`src/rtl/ccff_pkg.sv`:
```
// Shared types and CRC helpers for the configuration-chain loader.
// State encoding is fixed-width so it survives netlist-level debug unchanged.
package ccff_pkg;

  typedef enum logic [2:0] {
    ST_IDLE  = 3'd0,
    ST_CLEAR = 3'd1,
    ST_FETCH = 3'd2,
    ST_LO    = 3'd3,
    ST_HI    = 3'd4,
    ST_DONE  = 3'd5
  } ccff_state_e;

  localparam logic [15:0] CCFF_CRC_POLY = 16'h1021;
  localparam logic [15:0] CCFF_CRC_INIT = 16'hFFFF;

  // One MSB-first CRC-16-CCITT step for a single incoming bit.
  function automatic logic [15:0] ccff_crc_step(input logic [15:0] crc, input logic din);
    logic fb;
    fb = crc[15] ^ din;
    return {crc[14:0], 1'b0} ^ (fb ? CCFF_CRC_POLY : 16'h0000);
  endfunction

endpackage

```
`src/rtl/ccff_crc16.sv`:
```
// Bit-serial CRC-16-CCITT register: folds one bit per enable, clr re-seeds to init.
// Latency: result visible the cycle after en; no backpressure (en is a strobe).
import ccff_pkg::*;

module ccff_crc16 (
  input  logic        clk,
  input  logic        rst_n,
  input  logic        clr,
  input  logic        en,
  input  logic        din,
  output logic [15:0] crc
);

  always_ff @(posedge clk or negedge rst_n) begin
    if (!rst_n) begin
      crc <= CCFF_CRC_INIT;
    end else if (clr) begin
      crc <= CCFF_CRC_INIT;
    end else if (en) begin
      crc <= ccff_crc_step(crc, din);
    end
  end

endmodule

```
`src/rtl/ccff_loader.sv`:
```
// Serialises a byte stream MSB-first onto the fabric ccff chain with a divided prog_clk; optional readback CRC under CCFF_READBACK_EN.
// Latency: start to set_o is 1 cycle; backpressure: byte_ready_o only in FETCH, shifting pauses (prog_clk low) until a byte arrives.
import ccff_pkg::*;

module ccff_loader #(
  parameter int CHAIN_LEN  = 2048,
  parameter int CLK_DIV    = 2,
  parameter int SET_CYCLES = 4
) (
  input  logic       clk,
  input  logic       rst_n,
  input  logic       start_i,
  input  logic       abort_i,
  input  logic [7:0] byte_i,
  input  logic       byte_valid_i,
  output logic       byte_ready_o,
  output logic       ccff_head_o,
  output logic       prog_clk_o,
  output logic       set_o,
  input  logic       ccff_tail_i,
  output logic       busy_o,
  output logic       done_o
`ifdef CCFF_READBACK_EN
  ,
  output logic [15:0] crc_o
`endif
);

  localparam int CNT_MAX = (CLK_DIV > SET_CYCLES) ? CLK_DIV : SET_CYCLES;
  localparam int CNT_W   = (CNT_MAX > 1) ? $clog2(CNT_MAX) : 1;
  localparam int BC_W    = $clog2(CHAIN_LEN + 1);

  localparam logic [CNT_W-1:0] DIV_LAST = CNT_W'(CLK_DIV - 1);
  localparam logic [CNT_W-1:0] SET_LAST = CNT_W'(SET_CYCLES - 1);
  localparam logic [BC_W-1:0]  BIT_LAST = BC_W'(CHAIN_LEN - 1);

  ccff_state_e      state_q;
  ccff_state_e      state_d;
  logic [CNT_W-1:0] div_cnt;
  logic [BC_W-1:0]  bit_cnt;
  logic [6:0]       shreg;
  logic [2:0]       bit_idx;
  logic             phase_end;
  logic             clear_end;
  logic             take;

  assign phase_end = (div_cnt == DIV_LAST);
  assign clear_end = (div_cnt == SET_LAST);
  assign take      = byte_ready_o && byte_valid_i;

  always_comb begin
    state_d = state_q;
    if (abort_i) begin
      state_d = ST_IDLE;
    end else begin
      case (state_q)
        ST_IDLE:  if (start_i) state_d = ST_CLEAR;
        ST_CLEAR: if (clear_end) state_d = ST_FETCH;
        ST_FETCH: if (take) state_d = ST_LO;
        ST_LO:    if (phase_end) state_d = ST_HI;
        ST_HI: begin
          if (phase_end) begin
            if (bit_cnt == BIT_LAST)   state_d = ST_DONE;
            else if (bit_idx == 3'd0)  state_d = ST_FETCH;
            else                       state_d = ST_LO;
          end
        end
        ST_DONE:  state_d = ST_IDLE;
        default:  state_d = ST_IDLE;
      endcase
    end
  end

  // Outputs are registered from the next state so each pin is a clean flop.
  always_ff @(posedge clk or negedge rst_n) begin
    if (!rst_n) begin
      state_q      <= ST_IDLE;
      div_cnt      <= '0;
      bit_cnt      <= '0;
      shreg        <= '0;
      bit_idx      <= '0;
      ccff_head_o  <= 1'b0;
      prog_clk_o   <= 1'b0;
      set_o        <= 1'b0;
      byte_ready_o <= 1'b0;
      busy_o       <= 1'b0;
      done_o       <= 1'b0;
    end else begin
      state_q <= state_d;

      if (state_d != state_q) begin
        div_cnt <= '0;
      end else if (state_q inside {ST_CLEAR, ST_LO, ST_HI}) begin
        div_cnt <= div_cnt + 1'b1;
      end

      if (state_q == ST_CLEAR) begin
        bit_cnt <= '0;
      end else if (state_q == ST_HI && phase_end) begin
        bit_cnt <= bit_cnt + 1'b1;
      end

      // Head only moves on entry to LO, so it is steady across the whole LO/HI pair.
      if (state_q == ST_FETCH && state_d == ST_LO) begin
        shreg       <= byte_i[6:0];
        bit_idx     <= 3'd7;
        ccff_head_o <= byte_i[7];
      end else if (state_q == ST_HI && state_d == ST_LO) begin
        shreg       <= {shreg[5:0], 1'b0};
        bit_idx     <= bit_idx - 1'b1;
        ccff_head_o <= shreg[6];
      end

      set_o        <= (state_d == ST_CLEAR);
      prog_clk_o   <= (state_d == ST_HI);
      byte_ready_o <= (state_d == ST_FETCH);
      busy_o       <= (state_d != ST_IDLE);
      done_o       <= (state_d == ST_DONE);
    end
  end

`ifdef CCFF_READBACK_EN
  logic crc_en;
  logic crc_clr;

  // Tail is captured on the last LO cycle, i.e. just before prog_clk rises.
  assign crc_en  = (state_q == ST_LO) && phase_end;
  assign crc_clr = (state_q == ST_CLEAR);

  ccff_crc16 u_crc (
    .clk   (clk),
    .rst_n (rst_n),
    .clr   (crc_clr),
    .en    (crc_en),
    .din   (ccff_tail_i),
    .crc   (crc_o)
  );
`else
  logic unused_tail;
  assign unused_tail = ccff_tail_i;
`endif

endmodule
```
`config.mk`:
```
export PLATFORM = sky130hd
export DESIGN_NAME = ccff_loader
export DESIGN_NICKNAME = d
export VERILOG_FILES = /design/src/rtl/ccff_pkg.sv /design/src/rtl/ccff_crc16.sv /design/src/rtl/ccff_loader.sv
export SDC_FILE = /design/constraint.sdc
export NUM_CORES = 1
export LEC_CHECK = 0
export CAP_MARGIN = 20
export CORE_MARGIN = 2
export CORE_UTILIZATION = 55
export DETAILED_ROUTE_END_ITERATION = 10
export PLACE_DENSITY = 0.78
export SLEW_MARGIN = 30
export SYNTH_ARGS = -nofsm -noshare
export SYNTH_HDL_FRONTEND = slang
export SYNTH_SLANG_ARGS = --single-unit
```
`constraint.sdc`:
```
create_clock -name clk -period 2.15 [get_ports clk]
set_input_delay 0.43 -clock clk [delete_from_list [all_inputs] [get_ports clk]]
set_output_delay 0.43 -clock clk [all_outputs]
set_load 0.1 [all_outputs]
```
==> impl_metrics.toml <==
[setup_path]
cp_max_fo = 8
r2r-end = "shreg[2]"
worst_setup_path_start_kind = "flop"
critPathSlowestCell = "nor4_4"
cp-end-kind = "flop"
timing.reg2reg.setup_slack_ns = 0.09
cpMostUsedCell = "buf_4"
rr_startpoint = "bit_cnt[0]"
worstPathCellList = "ha_2, nand4_1, nor4_4, buf_4, o31a_4, inv_2, o21ai_2, buf_4, o2bb2ai_1"
cp.arrival_ns = 2.28
reg2reg_depth = 9
crit_path_max_incr_delay_ns = 0.47
worstPathRequired_ns = 2.37
crit_type = "flop to flop"

[clock_network]
root_buffer = "clkbuf_4"
clk_latency_ns = 0.34
clock_sinks = 33
clockBufferDepth = 2
cts_tree = "built"
htree_num_levels = 2
cts_buffers = 5
clk_pin_slew_ns = 0.10

[placed_design]
dp_hpwl_mm = 2.76
globalplace.congestion = 0.811
dp_cells = 243
portBuffers = 18

[logic_synthesis]
synth_flop_cell = "dfrtp_1"
synth_cells = 176
synth_area_leaders = "dfrtp_1, xor2_1, o2bb2ai_1, ha_1, nand2_1"
async_flop_share_pct = 100
synth-edff-count = 0
synth_seq_area_share_pct = 45.7
synth_nets = 195
netlist_area_sq_um = 1810
synth_area_per_cell_sq_um = 10.3
ys_seq_elements = 33
yosysTopAreaCell = "dfrtp_1"
ys_warn_count = 0
ys_types = 48
synth.top_cell.area_share_pct = 45.7

[pwr]
ir_worst_vdd_mv = 0.375
power.density_nw_per_um2 = 608
p_leak_nw = 0.999
power.total_mw = 1.32

[timing]
whs_ns = 0.475
max_freq_mhz = 486
fin_crit_sh_pct = 95.8
timing.final.hold_violations = 0
max_slew_margin_pct = 69.6
worstMarginPinSlew_ns = 0.456
finalCriticalPeriod_ns = 2.06
fin_skew_ns = 0.0120
setup_viol = 0
maxSlewViolCount = 0

[die]
rows = 20
coreArea_sq_um = 3080
die_w_um = 61.3
initial_utilization_pct = 58.7
ioPinCount = 20
dieArea_sq_um = 3760
die_h_um = 61.3

[status]
status = "finished, final reports clean"

[finish]
fin_nets = 229
utilization_pct = 70.8
area_growth_pct = 20.6
layout_commonest_cell = "dfrtp_1"
layout.cells.non_filler = 255
drive_above_1_share_pct = 24.6
antennaDiodeCount = 0
final_cell_mix = "dfrtp_1, buf_4, nand2_1"

[flow_run]
max-cap-violations = 0

[grt]
grt_pass1_vias = 1452
grtUsageTotal_pct = 23.6
grt_start_max_net_pins = 34
antenna_found_initial = 0
grt_pass1_wl_mm = 6.40
overflow = 0

[routing]
drtAntennaViolNets = 0
wl_per_cell_um = 15.2
drc = 0
viasPerCell = 5.85
firstDrtPassIters = 4
vias = 1492
drtIter0Drc = 110
wl_mm = 3.88

[worst_hold_path]
worstHoldPathType = "input pin to async pin"
[kinds of logic after synthesis]
group                      after synthesis  synth area share, %
and+or+nand+nor                         65                 20.9
AOI/OAI and AO/OA                       43                 18.5
DFF                                     33                 45.7
buffers and inverters                   16                 4.29
xor gates and xnor gates                10                 4.84
adders and majority gates                5                 3.46
muxes                                    4                 2.35
[flip-flops by register name, summed over array words and instances, names as in the netlist]
signal        count
ccff_head_o       1
done_o            1
set_o             1
busy_o            1
byte_ready_o      1
prog_clk_o        1
bit_cnt          12
shreg             7
bit_idx           3
state_q           3
div_cnt           2
[report_power, final]
part	total [mW]	internal, mW	switching [mW]
clock network	0.329	0.124	0.205
logic	0.319	0.134	0.185
registers	0.677	0.648	0.0289
[how the worst max path moves through the flow]
stage | start | to | slack (ns) | cells after the start
2_1_floorplan | byte_ready_o | bit_idx[0] | 0.11 | 6
4_1_cts | bit_cnt[0] | div_cnt[1] | 0.08 | 6
3_5_place_dp | abort_i | shreg[2] | 0.07 | 7
6_report | bit_cnt[0] | shreg[2] | 0.09 | 9
3_3_place_gp | byte_valid_i | shreg[3] | 0.08 | 7
5_1_grt | bit_cnt[0] | shreg[3] | -0.01 | 9
[metrics by stage]
stage	TNS (ns)	instance area, sq um	setup slack [ns]
after floorplan	0	1810	0.108
after global placement	0	2070	0.0812
after detailed placement	0	2070	0.0702
after CTS	0	2130	0.0798
after global routing	-0.0575	2180	-0.0138
final	0	2180	0.0904
[per-layer routing]
metal | up-vias | global-route usage (%) | part of all wire (%)
met1 | 742 | 28.3 | 43
met5 | - | 0 | 0
met4 | 0 | 10.0 | 1.9
met2 | 32 | 40.7 | 51
met3 | 9 | 5.25 | 3.8
li1 | 709 | - | -
[critical path, delay by kind of cell, from the launching register on]
family	cells	cell delay, ns
fa+ha+maj	1	0.20
simple gates	2	0.69
flops	1	0.37
buf+inv	3	0.42
compound gates	3	0.27
[cells in the mapped netlist, types with 5 or more instances]
cell type / n
a21oi_1: 7
dfrtp_1: 33
nand3_1: 6
inv_1: 8
ha_1: 5
a22oi_1: 7
nand2_1: 16
xor2_1: 10
o2bb2ai_1: 8
nor3_1: 6
nor2_1: 13
nand4_1: 5
[cell type report]
type                            count  area [sq um]
Tap cell                           44          55.1
Fill cell                         259           898
Clock inverter                      2          10.0
Multi-Input combinational cell    127           928
Inverter                            9          33.8
Sequential cell                    33           826
Clock buffer                        6          41.3
Timing Repair Buffer               34           285
[repair_timing]
item / in CTS / in global routing
resized for setup: 0 / 6
setup endpoints to repair: 0 / 14
endpoints found under the hold margin: 0 / 0
setup buffers: 0 / 4
hold buffers: 0 / 0
(Power assumes the default switching activity.)
